File: src/rtl/present_decrypt_if.sv
`default_nettype none
// ============================================================================
//  Module      : present_decrypt_if
//  Description : Load/result bundle for the PRESENT-80 decryption core.
//                master drives load/idat/key and observes odat/done/busy;
//                slave (the core) does the reverse.
//                  load : single-cycle strobe capturing idat and key
//                  idat : 64-bit ciphertext
//                  key  : 80-bit cipher key
//                  odat : 64-bit plaintext, valid while done=1
//                  done : result valid until the next accepted load/reset
//                  busy : high while expanding the key or decrypting
//  Revision    : 1.0 - initial release
// ============================================================================
interface present_decrypt_if;
    logic        load;
    logic [63:0] idat;
    logic [79:0] key;
    logic [63:0] odat;
    logic        done;
    logic        busy;

    modport master (output load, idat, key, input odat, done, busy);
    modport slave  (input load, idat, key, output odat, done, busy);
endinterface
`default_nettype wire

File: src/rtl/present_decrypt.sv
`default_nettype none
// ============================================================================
//  Module      : present_decrypt
//  Description : Iterative PRESENT-80 decryption core, one round per clock.
//                A load runs the key schedule forward to K32 (EXPAND), then
//                31 inverse rounds are peeled off (DECRYPT). An optional
//                single-entry cache keeps the last K32 so a reloaded key
//                skips the expansion.
//  Ports       : clk   - rising-edge clock
//                reset - synchronous active-high reset, priority over load
//                bus   - present_decrypt_if.slave (load/idat/key in,
//                        odat/done/busy out)
//  Revision    : 1.0 - initial release
// ============================================================================
module present_decrypt #(
    parameter int KEY_CACHE = 1
) (
    input  logic                  clk,
    input  logic                  reset,
    present_decrypt_if.slave      bus
);

    typedef enum logic [1:0] {
        IDLE    = 2'd0,
        EXPAND  = 2'd1,
        DECRYPT = 2'd2,
        DONE    = 2'd3
    } state_t;

    // ------------------------------------------------------------------
    // Cipher primitives
    // ------------------------------------------------------------------
    function automatic logic [3:0] sbox(input logic [3:0] x);
        logic [3:0] y;
        case (x)
            4'h0: y = 4'hC;  4'h1: y = 4'h5;  4'h2: y = 4'h6;  4'h3: y = 4'hB;
            4'h4: y = 4'h9;  4'h5: y = 4'h0;  4'h6: y = 4'hA;  4'h7: y = 4'hD;
            4'h8: y = 4'h3;  4'h9: y = 4'hE;  4'hA: y = 4'hF;  4'hB: y = 4'h8;
            4'hC: y = 4'h4;  4'hD: y = 4'h7;  4'hE: y = 4'h1;  default: y = 4'h2;
        endcase
        return y;
    endfunction

    function automatic logic [3:0] inv_sbox(input logic [3:0] x);
        logic [3:0] y;
        case (x)
            4'h0: y = 4'h5;  4'h1: y = 4'hE;  4'h2: y = 4'hF;  4'h3: y = 4'h8;
            4'h4: y = 4'hC;  4'h5: y = 4'h1;  4'h6: y = 4'h2;  4'h7: y = 4'hD;
            4'h8: y = 4'hB;  4'h9: y = 4'h4;  4'hA: y = 4'h6;  4'hB: y = 4'h3;
            4'hC: y = 4'h0;  4'hD: y = 4'h7;  4'hE: y = 4'h9;  default: y = 4'hA;
        endcase
        return y;
    endfunction

    // Forward key update: rotate left 61, S-box the top nibble, mix in round.
    function automatic logic [79:0] key_fwd(input logic [79:0] k, input logic [4:0] i);
        logic [79:0] r;
        r          = {k[18:0], k[79:19]};
        r[79:76]   = sbox(r[79:76]);
        r[19:15]   = r[19:15] ^ i;
        return r;
    endfunction

    // Inverse key update: undo the steps of key_fwd in reverse order.
    function automatic logic [79:0] key_inv(input logic [79:0] k, input logic [4:0] i);
        logic [79:0] r;
        r          = k;
        r[19:15]   = r[19:15] ^ i;
        r[79:76]   = inv_sbox(r[79:76]);
        return {r[60:0], r[79:61]};
    endfunction

    // The forward pLayer moves bit j to 16j mod 63, so the inverse reads
    // output bit j back from that position.
    function automatic logic [63:0] inv_p(input logic [63:0] d);
        logic [63:0] r;
        for (int j = 0; j < 63; j++) begin
            r[j] = d[(16 * j) % 63];
        end
        r[63] = d[63];
        return r;
    endfunction

    function automatic logic [63:0] inv_s_layer(input logic [63:0] d);
        logic [63:0] r;
        for (int n = 0; n < 16; n++) begin
            r[4*n +: 4] = inv_sbox(d[4*n +: 4]);
        end
        return r;
    endfunction

    // ------------------------------------------------------------------
    // Datapath state
    // ------------------------------------------------------------------
    state_t      state_q, state_d;
    logic [63:0] dreg_q,  dreg_d;
    logic [79:0] kreg_q,  kreg_d;
    logic [4:0]  rc_q,    rc_d;
    logic [63:0] odat_q,  odat_d;
    logic        done_q,  done_d;
    logic        busy_q,  busy_d;

    logic [79:0] k_fwd;
    logic [79:0] k_inv;
    logic [63:0] round_out;
    logic        cache_wr;
    logic        cache_hit;
    logic [79:0] cache_k32;

    assign k_fwd     = key_fwd(kreg_q, rc_q);
    assign k_inv     = key_inv(kreg_q, rc_q);
    assign round_out = inv_s_layer(inv_p(dreg_q)) ^ k_inv[79:16];

    always_comb begin
        state_d  = state_q;
        dreg_d   = dreg_q;
        kreg_d   = kreg_q;
        rc_d     = rc_q;
        odat_d   = odat_q;
        done_d   = done_q;
        busy_d   = busy_q;
        cache_wr = 1'b0;

        if (bus.load) begin
            // A load always restarts, whatever job is in flight.
            done_d = 1'b0;
            busy_d = 1'b1;
            if (cache_hit) begin
                kreg_d  = cache_k32;
                dreg_d  = bus.idat ^ cache_k32[79:16];
                rc_d    = 5'd31;
                state_d = DECRYPT;
            end else begin
                kreg_d  = bus.key;
                dreg_d  = bus.idat;
                rc_d    = 5'd1;
                state_d = EXPAND;
            end
        end else begin
            case (state_q)
                EXPAND: begin
                    kreg_d = k_fwd;
                    if (rc_q == 5'd31) begin
                        // k_fwd is K32 here: whiten and start unwinding.
                        dreg_d   = dreg_q ^ k_fwd[79:16];
                        state_d  = DECRYPT;
                        cache_wr = 1'b1;
                    end else begin
                        rc_d = rc_q + 5'd1;
                    end
                end
                DECRYPT: begin
                    kreg_d = k_inv;
                    dreg_d = round_out;
                    if (rc_q == 5'd1) begin
                        state_d = DONE;
                        done_d  = 1'b1;
                        busy_d  = 1'b0;
                        odat_d  = round_out;
                    end else begin
                        rc_d = rc_q - 5'd1;
                    end
                end
                default: begin
                end
            endcase
        end
    end

    always_ff @(posedge clk) begin
        if (reset) begin
            state_q <= IDLE;
            dreg_q  <= '0;
            kreg_q  <= '0;
            rc_q    <= '0;
            odat_q  <= '0;
            done_q  <= 1'b0;
            busy_q  <= 1'b0;
        end else begin
            state_q <= state_d;
            dreg_q  <= dreg_d;
            kreg_q  <= kreg_d;
            rc_q    <= rc_d;
            odat_q  <= odat_d;
            done_q  <= done_d;
            busy_q  <= busy_d;
        end
    end

    // ------------------------------------------------------------------
    // Single-entry K32 cache
    // ------------------------------------------------------------------
    generate
        if (KEY_CACHE != 0) begin : g_cache
            logic [79:0] lkey_q, lkey_d;   // key of the job being expanded
            logic [79:0] ckey_q, ckey_d;
            logic [79:0] ck32_q, ck32_d;
            logic        cvalid_q, cvalid_d;

            always_comb begin
                lkey_d   = lkey_q;
                ckey_d   = ckey_q;
                ck32_d   = ck32_q;
                cvalid_d = cvalid_q;
                if (bus.load) begin
                    lkey_d = bus.key;
                end
                // Only a completed expansion updates the entry, so an
                // aborted job can never leave a stale K32 behind.
                if (cache_wr) begin
                    ckey_d   = lkey_q;
                    ck32_d   = k_fwd;
                    cvalid_d = 1'b1;
                end
            end

            always_ff @(posedge clk) begin
                if (reset) begin
                    lkey_q   <= '0;
                    ckey_q   <= '0;
                    ck32_q   <= '0;
                    cvalid_q <= 1'b0;
                end else begin
                    lkey_q   <= lkey_d;
                    ckey_q   <= ckey_d;
                    ck32_q   <= ck32_d;
                    cvalid_q <= cvalid_d;
                end
            end

            assign cache_hit = cvalid_q && (bus.key == ckey_q);
            assign cache_k32 = ck32_q;
        end else begin : g_no_cache
            assign cache_hit = 1'b0;
            assign cache_k32 = '0;
        end
    endgenerate

    assign bus.odat = odat_q;
    assign bus.done = done_q;
    assign bus.busy = busy_q;

endmodule
`default_nettype wire

File: src/flat_wrapper.sv
// flat-port wrapper written by rule: the top's interface ports become plain ports
module present_decrypt_flat 
#(
    parameter int KEY_CACHE = 1
)
  (clk, reset, bus_load, bus_idat, bus_key, bus_odat, bus_done, bus_busy);
  present_decrypt_if bus_i ();
  input  logic clk;
  input  logic reset;
  input wire logic [$bits(bus_i.load)-1:0] bus_load;
  input wire logic [$bits(bus_i.idat)-1:0] bus_idat;
  input wire logic [$bits(bus_i.key)-1:0] bus_key;
  output wire logic [$bits(bus_i.odat)-1:0] bus_odat;
  output wire logic [$bits(bus_i.done)-1:0] bus_done;
  output wire logic [$bits(bus_i.busy)-1:0] bus_busy;
  assign bus_i.load = bus_load;
  assign bus_i.idat = bus_idat;
  assign bus_i.key = bus_key;
  assign bus_odat = bus_i.odat;
  assign bus_done = bus_i.done;
  assign bus_busy = bus_i.busy;
  present_decrypt #(.KEY_CACHE(KEY_CACHE)) u_core (.clk(clk), .reset(reset), .bus(bus_i));
endmodule
File: config.mk
export PLATFORM = sky130hd
export DESIGN_NAME = present_decrypt_flat
export DESIGN_NICKNAME = d
export VERILOG_FILES = /design/src/rtl/present_decrypt_if.sv /design/src/rtl/present_decrypt.sv /design/src/flat_wrapper.sv
export SDC_FILE = /design/constraint.sdc
export NUM_CORES = 1
export LEC_CHECK = 0
export CELL_PAD_IN_SITES_DETAIL_PLACEMENT = 1
export CELL_PAD_IN_SITES_GLOBAL_PLACEMENT = 1
export CORE_MARGIN = 10
export CORE_UTILIZATION = 39
export DETAILED_ROUTE_END_ITERATION = 7
export GPL_TIMING_DRIVEN = 0
export PLACE_DENSITY_LB_ADDON = 0.1
export SETUP_SLACK_MARGIN = 0.05
export SYNTH_ARGS = -nofsm -noshare
export SYNTH_HDL_FRONTEND = slang
export SYNTH_SLANG_ARGS = --single-unit
File: constraint.sdc
create_clock -name clk -period 4.9 [get_ports clk]
set_input_delay 0.98 -clock clk [delete_from_list [all_inputs] [get_ports clk]]
set_output_delay 0.98 -clock clk [all_outputs]
set_load 0.01 [all_outputs]
# Yosys cells after proc, flatten, opt, wreduce, memory -nomap -nowiden
# Memories as Yosys holds them, arrays and structs flattened. A register that Yosys moved wholly into a read port is not among the register bits.
# Cells that the tools add are included.
[totals]
wordCells = 116
mem_bits_rw = 0
in_bits = 147
n_memories = 18
out_inout_bits = 66
mem_bits_ro = 1152
regBits = 458
latch_bits = 0
[mem_list]
columns = ["name", "words", "width", "rd", "rd_clocked_by_memory_dff", "write_ports", "line_no", "rtl"]
rows = [
  ["(no name shown)", 16, 4, 1, 1, 0, "present_decrypt.sv:46", "case (x)"],
  ["(no name shown)", 16, 4, 1, 1, 0, "present_decrypt.sv:46", ""],
  ["(no name shown)", 16, 4, 1, 1, 0, "present_decrypt.sv:46", ""],
  ["(no name shown)", 16, 4, 1, 1, 0, "present_decrypt.sv:46", ""],
  ["(no name shown)", 16, 4, 1, 1, 0, "present_decrypt.sv:46", ""],
  ["(no name shown)", 16, 4, 1, 1, 0, "present_decrypt.sv:46", ""],
  ["12 more memories", "-", "-", "-", "-", "-", "-", ""],
]
[op_classes]
order_cmp = 0
n_reduce_logical = 11
shift = 0
n_bitwise = 6
mux = 59
n_div = 0
add_sub_neg = 2
eq_ne = 9
multipliers = 0
[op_table]
columns = ["operator", "count"]
rows = [
  ["$mux 64", 3],
  ["$xor 64x64->64", 3],
  ["$mux 80", 2],
  ["$pmux 80 s2", 1],
  ["$mux 4", 36],
  ["$pmux 64 s2", 1],
  ["$eq 80x80->1", 1],
  ["$mux 5", 4],
  ["$pmux 5 s2", 1],
  ["$xor 5x5->5", 2],
  ["$reduce_and 3->1", 3],
  ["$mux 2", 4],
  ["$mux 1", 6],
  ["$ne 3x2->1 const B", 2],
  ["$ne 3x3->1 const B", 2],
  ["$reduce_and 2->1", 3],
  ["$add 5x1->5 const B", 1],
  ["$eq 5x1->1 const B", 1],
  ["$eq 5x5->1 const B", 1],
  ["$sub 5x1->5 const B", 1],
  ["$pmux 2 s2", 1],
  ["$reduce_bool 2->1", 2],
  ["$reduce_bool 3->1", 1],
  ["$eq 2x1->1 const B", 1],
  ["other kinds (4)", 4],
]

# Logic depth before layout (Yosys ltp)
# Gate-level depths: netlist of the first run.
[logic_depth]
word_depth = 7
ltp_mapped = 20
depth_no_buf = 16

# Worst setup path before layout of the first run
# OpenSTA, ideal clock, no wires.
[synth_timing]
path_kind = "input to register"
startpoint = "in bus_key[12]"
endpoint = "reg (tool-made name)"
setup_slack_ns = 0.413
stages = 15
required_ns = 4.778
t_arrival_ns = 4.365
setup_time_ns = 0.122
path_buffers = 3
cell_sequence = "xnor2_1 nand4_1 or3_4 or3_4 buf_6 buf_6 clkbuf_1 or4_1 a31oi_1 and2_1 inv_1 ha_1 inv_1 mux2_2 a221o_1"
[synth_lines]
columns = ["item", "line_no", "rtl"]
rows = [
  ["start: declaration", "flat_wrapper.sv:12", "input wire logic [$bits(bus_i.key)-1:0] bus_key;"],
]

==> reports/metrics.csv, run 1 <==
stage,metric,value,unit
sta,fmax,199,MHz
layout,layout.nets,3986,
synth,synth_top_area_cell,dfxtp_1,
sta,worst_clock_skew,0.0308,ns
layout,final_area,35400,sq um
synth,avgSynthCellArea,8.25,sq um
sta,worst_pin_slew,1.44,ns
sta,slew_headroom,3.80,%
clock_network,hold_buffers,0,
layout,syn2layout_area_growth,25.2,%
sta,final_hold_viol_count,0,
placed_design,placed_cell_area,31600,sq um
global_route,use_met3,11.7,%
sta,setup_ws,-0.114,ns
worst_setup_path,worstPathMaxFanout,10,
floorplan,dieHeight,289,um
placed_design,io_buffers,212,
synth,synth_flop_cell,dfxtp_1,
sta,post-route-period-util,102,%
worst_setup_path,path_class,in -> reg,
layout,fin_util,49.4,%
floorplan,core_area,71700,sq um
clock_network,htree_levels,2,
clock_network,clk_latency,0.67,ns
clock_network,cts.clk_slew.worst_paths,0.06,ns
clock_network,cts_tree,done,
worst_setup_path,crit_required,5.46,ns
drt,finalWirelength,183000,um
run_status,status,"complete, but fails checks",
power_and_ir_drop,total_power,12.5,mW
drt,wl_per_cell,38.7,um
drt,num_vias,30729,
power_and_ir_drop,vdd_drop_max,344,uV
floorplan,die_x,289,um
global_route,grt_pass1_vias,31176,
floorplan,fp.dieArea,83700,sq um
sta,setup_viol,16,
global_route,grt_usage,41.7,%
worst_setup_path,critPathArrivalTime,5.57,ns
sta,min_period,5.01,ns
placed_design,pre_cts_ws,-4.10,ns
synth,yosysTopAreaCellShare,37.5,%
clock_network,clk_path_buf_depth,3,
synth,ys_seq_elements,530,
clock_network,clock_sinks,530,
clock_network,cts-buffers-inserted,59,
global_route,busiest_layer,met2,
drt,remaining_drc_errors,0,
synth,synth_common_cells,"533 x nand2_1, 530 x dfxtp_1, 307 x a21oi_1",
synth,postSynthCellCount,3429,
placed_design,hpwl,136000,um
clock_network,cts_root_buf,clkbuf_16,
floorplan,start_util,39.4,%
power_and_ir_drop,power.leakage,12.9,nW
global_route,grt_antenna_before_repair,10,
global_route,grt_max_degree,20,
global_route,globalRouteMet2Util,64.5,%
global_route,grt_pass1_wl,246000,um
synth,yosys_warnings,0,
drt,via_per_inst,6.49,
job,max-cap-violations,0,
global_route,gr-total-overflow,0,
synth,synth_seq_area_share,37.5,%
run_status,violations,setup timing,
worst_setup_path,critPathCaptureType,register,
synth,yosys-top-cells-area,"dfxtp_1 38%, nand2_1 7.1%, mux2i_1 6.3%",
synth,syn-cell-area,28300,sq um
layout,layout-drive-gt1-share,11.8,%
floorplan,design.portCount,213,
power_and_ir_drop,power_density,352,nW/um^2
drt,postRouteAntennaNets,0,
drt,drt_first_iter_violations,3243,
synth,synth_nets,3687,
worst_setup_path,critPathLaunchType,primary input,
synth,ys_types,76,
sta,grt_setup_unrepaired,yes,
drt,firstDrtPassIters,6,
synth,async_reset_ff_share,0,%
floorplan,rows,98,
placed_design,gp_congestion,1.05,
min_path,min_path_type,reg -> reg,
global_route,met1_usage,47.4,%
synth,yosysMostFrequentCell,nand2_1,
synth,synth-edff-count,0,
sta,maxSlewViolCount,0,
## area by class of cell
type	instances	area (sq um)
Clock buffer	80	1690
Sequential cell	530	10600
Timing Repair Buffer	240	2300
Multi-Input combinational cell	2483	17300
Antenna cell	8	20.0
Tap cell	950	1190
Fill cell	8334	36300
Clock inverter	27	447
Buffer	253	1250
Inverter	161	604
## routing by layer
layer / up-vias / wire length (um)
met2: 2027 / 78700
met4: 4 / 18900
li1: 12638 / -
met5: - / 28
met3: 742 / 18900
met1: 15318 / 66400
## per-stage QoR
stage	std cells	hold WS, ns	setup TNS [ns]
after floorplan	3429	0.431	0
after global placement	4591	0.434	-917.51
after detailed placement	4594	0.447	-878.43
after CTS	4720	0.457	0
after global routing	4724	0.471	-0.136
final	4732	0.455	-0.794
## worst paths after layout
kind	endpoint	from	slack, ns	depth (start not counted)
worst max-delay path	register	bus_key[49]	-0.11	16
worst min-delay path	u_core.bus.odat[28]$_SDFFE_PP0P_	u_core.bus.odat[28]$_SDFFE_PP0P_	0.46	2
worst max register to register	register	u_core.g_cache.ckey_q[75]$_SDFFE_PP0P_	0.04	15
worst min register to register	u_core.bus.odat[28]$_SDFFE_PP0P_	u_core.bus.odat[28]$_SDFFE_PP0P_	0.46	2
## logic make-up (layout without fill, tap and decap cells)
group | count (synthesis) | after routing | synth area share [%]
simple gates | 1088 | 1088 | 16.9
xor+xnor | 205 | 205 | 6.35
compound gates | 859 | 859 | 20.7
buf+inv | 416 | 761 | 5.66
fa+ha+maj | 111 | 111 | 4.91
flops | 530 | 530 | 37.5
other cells | 0 | 8 | 0
mux | 220 | 220 | 7.99
## cells in the final DEF, fill, tap and decap left out, types with 83 or more instances in the layout
cell type	n
inv_1	152
a21oi_1	307
nand2_1	529
xor2_1	83
ha_1	101
mux2i_1	177
a211oi_1	90
clkdlybuf4s50_1	138
dfxtp_1	530
clkbuf_1	146
nor2_1	283
## where the power goes
part           leakage (nW)  switching, mW  internal [mW]  total [mW]
clock                  1.04           2.09           2.94        5.03
combinational          7.48           1.56          0.833        2.40
sequential             4.35          0.461           4.58        5.04
total                  12.9           4.12           8.35        12.5
## repair_timing
item                       CTS  global route
resized for setup          299           134
setup endpoints to repair  529           102
setup buffers               20             5
pin swaps                   43            31
## worst max-delay path, cell delays in order
cell	delay, ns
dlygate4sd2_1	0.33
xnor2_2	0.27
nand4_1	0.35
nor4_2	0.39
buf_4	0.26
nand3_4	0.15
clkbuf_16	0.22
clkbuf_8	0.21
clkbuf_4	0.26
or4_1	0.55
a31oi_4	0.34
and2_2	0.26
inv_1	0.10
ha_1	0.41
mux2_2	0.30
mux2i_1	0.17
Note: power is estimated with default switching activity, not from simulation.
==> run 2, diff against run 1 <==
- ABC_AREA: default -> 1
- CTS_BUF_LIST: default -> sky130_fd_sc_hd__clkbuf_16
==> run 2 against run 1 <==
Net effect:
- the flow finishes with violations (capacitance limit, slew limit, setup timing)
- critical path depth unchanged
- register-to-register slack better by 0.02 ns
- clock power is 8.9% lower
- utilization fell by 3.0 points
- area after synthesis increased by 3.2%
- wire length shrank 10%
- clock skew increased by 0.0038 ns
- worst setup slack better by 0.082 ns
- largest cell class unchanged
- global-route usage shrank 5.0 points
- synthesized cell count rose by 22%
- sequential power down 1%
==> reports/metrics.csv, run 2 <==
stage,metric,value,unit
run_status,status,"complete, but fails checks",
run_status,violations,"capacitance limit, slew limit, setup timing",
worst_setup_path,crit_required,5.45,ns
floorplan,design.portCount,213,
drt,drt_first_iter_violations,3730,
clock_network,htree_levels,2,
sta,worst_pin_slew,1.54,ns
layout,layout-drive-gt1-share,4.95,%
worst_setup_path,ff2ff_setup_slack,0.06,ns
power_and_ir_drop,total_power,12.3,mW
power_and_ir_drop,pwr-share-comb,22.3,%
clock_network,clk_latency,0.68,ns
clock_network,cts.clk_slew.worst_paths,0.06,ns
synth,synth_seq_area_share,36.3,%
sta,setup_viol,1,
power_and_ir_drop,sw_frac_of_total,35.3,%
power_and_ir_drop,vdd_drop_max,317,uV
sta,setup_ws,-0.0314,ns
layout,multiInputGateArea,15700,sq um
layout,final_common_cell,nand2_1,
power_and_ir_drop,pwr-share-clk,37.2,%
power_and_ir_drop,internal-power,7.96,mW
synth,yosysTopAreaCellShare,36.3,%
synth,synth_nets,4458,
synth,async_reset_ff_share,0,%
drt,wl_per_cell,29.9,um
synth,synth_flop_cell,dfxtp_1,
synth,ys_seq_elements,530,
clock_network,cts-buffers-inserted,61,
layout,syn2layout_area_growth,18.0,%
placed_design,hpwl,129000,um
global_route,gr-total-overflow,0,
synth,yosys-top-cells-area,"dfxtp_1 36%, nand2_1 15%, inv_1 6.1%",
drt,firstDrtPassIters,5,
worst_setup_path,critPathLaunchType,primary input,
sta,worst_clock_skew,0.0346,ns
floorplan,start_util,39.3,%
global_route,grt_usage,36.8,%
clock_network,clock_sinks,530,
min_path,min_path_type,reg -> reg,
drt,num_vias,31911,
layout,fin_cells,5494,
synth,synth_top_area_cell,dfxtp_1,
sta,post-route-period-util,101,%
clock_network,clk_path_buf_depth,3,
global_route,grt_max_degree,17,
synth,synth_common_cells,"1171 x nand2_1, 530 x dfxtp_1, 475 x inv_1",
synth,yosysMostFrequentCell,nand2_1,
floorplan,fp.dieArea,86200,sq um
layout,final-seq-area,10600,sq um
clock_network,post-cts-setup-buffers,0,
power_and_ir_drop,switching_power,4.35,mW
power_and_ir_drop,power_density,357,nW/um^2
floorplan,die_x,294,um
clock_network,hold_buffers,0,
layout,final_cell_mix,"1168 x nand2_1, 530 x dfxtp_1, 487 x inv_1, 284 x nor2_1, 262 x o21ai_0",
drt,via_per_inst,5.81,
worst_setup_path,critPathCaptureType,register,
sta,maxSlewViolCount,22,
drt,finalWirelength,164000,um
synth,synth-edff-count,0,
clock_network,cts_root_buf,clkbuf_16,
power_and_ir_drop,seqPwrFrac,40.5,%
placed_design,dp_cells,5380,
global_route,grt_pass1_vias,30908,
sta,fmax,203,MHz
floorplan,core_area,74300,sq um
drt,postRouteAntennaNets,0,
sta,final_hold_viol_count,0,
clock_network,cts_tree,done,
worst_setup_path,path_class,in -> reg,
job,max-cap-violations,2,
worst_setup_path,critPathArrivalTime,5.48,ns
global_route,grt_pass1_wl,227000,um
worst_setup_path,worstPathMaxFanout,10,
layout,fin_util,46.4,%
power_and_ir_drop,power.leakage,15.9,nW
synth,syn-cell-area,29200,sq um
synth,postSynthCellCount,4200,
floorplan,dieHeight,294,um
sta,min_period,4.93,ns
synth,avgSynthCellArea,6.95,sq um
placed_design,io_buffers,211,
synth,ys_types,42,
floorplan,rows,100,
sta,slew_headroom,-2.74,%
drt,remaining_drc_errors,0,
sta,grt_setup_unrepaired,no,
layout,nFillCells,9593,
layout,layout.nets,4732,
global_route,grt_antenna_before_repair,6,
synth,yosys_warnings,0,
sta,whs,0.457,ns
placed_design,gp_congestion,1.04,
==> run 2: final timing paths <==
check,from,endpoint,cells after the start
worst max register to register,u_core.state_q[1]$_SDFFE_PP0P_,register,17
worst min register to register,u_core.g_cache.lkey_q[43]$_SDFFE_PP0P_,u_core.g_cache.ckey_q[43]$_SDFFE_PP0P_,2
worst max-delay path,bus_load,register,16
worst min-delay path,u_core.g_cache.lkey_q[43]$_SDFFE_PP0P_,u_core.g_cache.ckey_q[43]$_SDFFE_PP0P_,2
==> run 2: power by group through the flow <==
stage | sequential (mW) | clock [mW] | combinational [mW]
6_report | 4.98 | 4.58 | 2.74
2_1_floorplan | 4.86 | 0 | 1.52
3_5_place_dp | 5.04 | 0 | 2.63
5_1_grt | 4.99 | 4.73 | 2.90
3_3_place_gp | 5.04 | 0 | 2.61
4_1_cts | 4.95 | 4.56 | 2.65
==> run 2: kinds of logic (layout without fill, tap and decap cells) <==
group	after synthesis	in the layout	share of synthesized area (%)
adders and majority gates	111	111	4.76
xor gates and xnor gates	213	213	6.39
buffers and inverters	753	1075	10.1
and+or+nand+nor	1823	1823	25.7
other	0	3	0
DFF	530	530	36.3
AOI/OAI and AO/OA	770	770	16.7
==> run 2: routing by layer <==
layer / vias to the layer above / global-route usage (%) / wire [um]
li1: 14113 / - / -
met1: 15751 / 48.6 / 68200
met2: 1657 / 54.4 / 68900
met3: 386 / 9.43 / 17500
met4: 4 / 19.2 / 9740
met5: - / 0 / 45
==> run 2: layout make-up <==
cell class | instances | area share [%]
inverter | 490 | 5.34
multi-input combinational | 2917 | 45.5
antenna | 3 | 0.0218
sequential | 530 | 30.8
buffer | 263 | 3.21
clock buffer | 62 | 4.50
clock inverter | 49 | 1.02
timing repair buffer | 211 | 6.13
tap | 969 | 3.52
==> run 2: what timing repair did <==
action,CTS,global route
setup endpoints to repair,4,34
gates cloned,0,0
resized for setup,2,6
==> run 2: metrics by stage <==
| stage | TNS [ns] | worst slack (ns) | instance area [sq um] |
|---|---|---|---|
| 2_1_floorplan | 0 | 1.56 | 29200 |
| 3_3_place_gp | -22.81 | -0.689 | 32500 |
| 3_5_place_dp | -24.63 | -0.762 | 32500 |
| 4_1_cts | 0 | 0.0838 | 34400 |
| 5_1_grt | 0 | 0.0510 | 34500 |
| 6_report | -0.0314 | -0.0314 | 34500 |
==> run 2: worst max-delay path, cell delays in order <==
cell and delay (ns):
buf_2 0.23, nor2_4 0.64, nand2_1 0.52, inv_2 0.40
buf_2 0.34, buf_2 0.31, buf_2 0.36, nand2_1 0.09
nand2_1 0.25, nand2_1 0.36, ha_1 0.38, or2_2 0.30
nand2_1 0.07, nand2_1 0.06, nand2_1 0.06, nand2_1 0.05
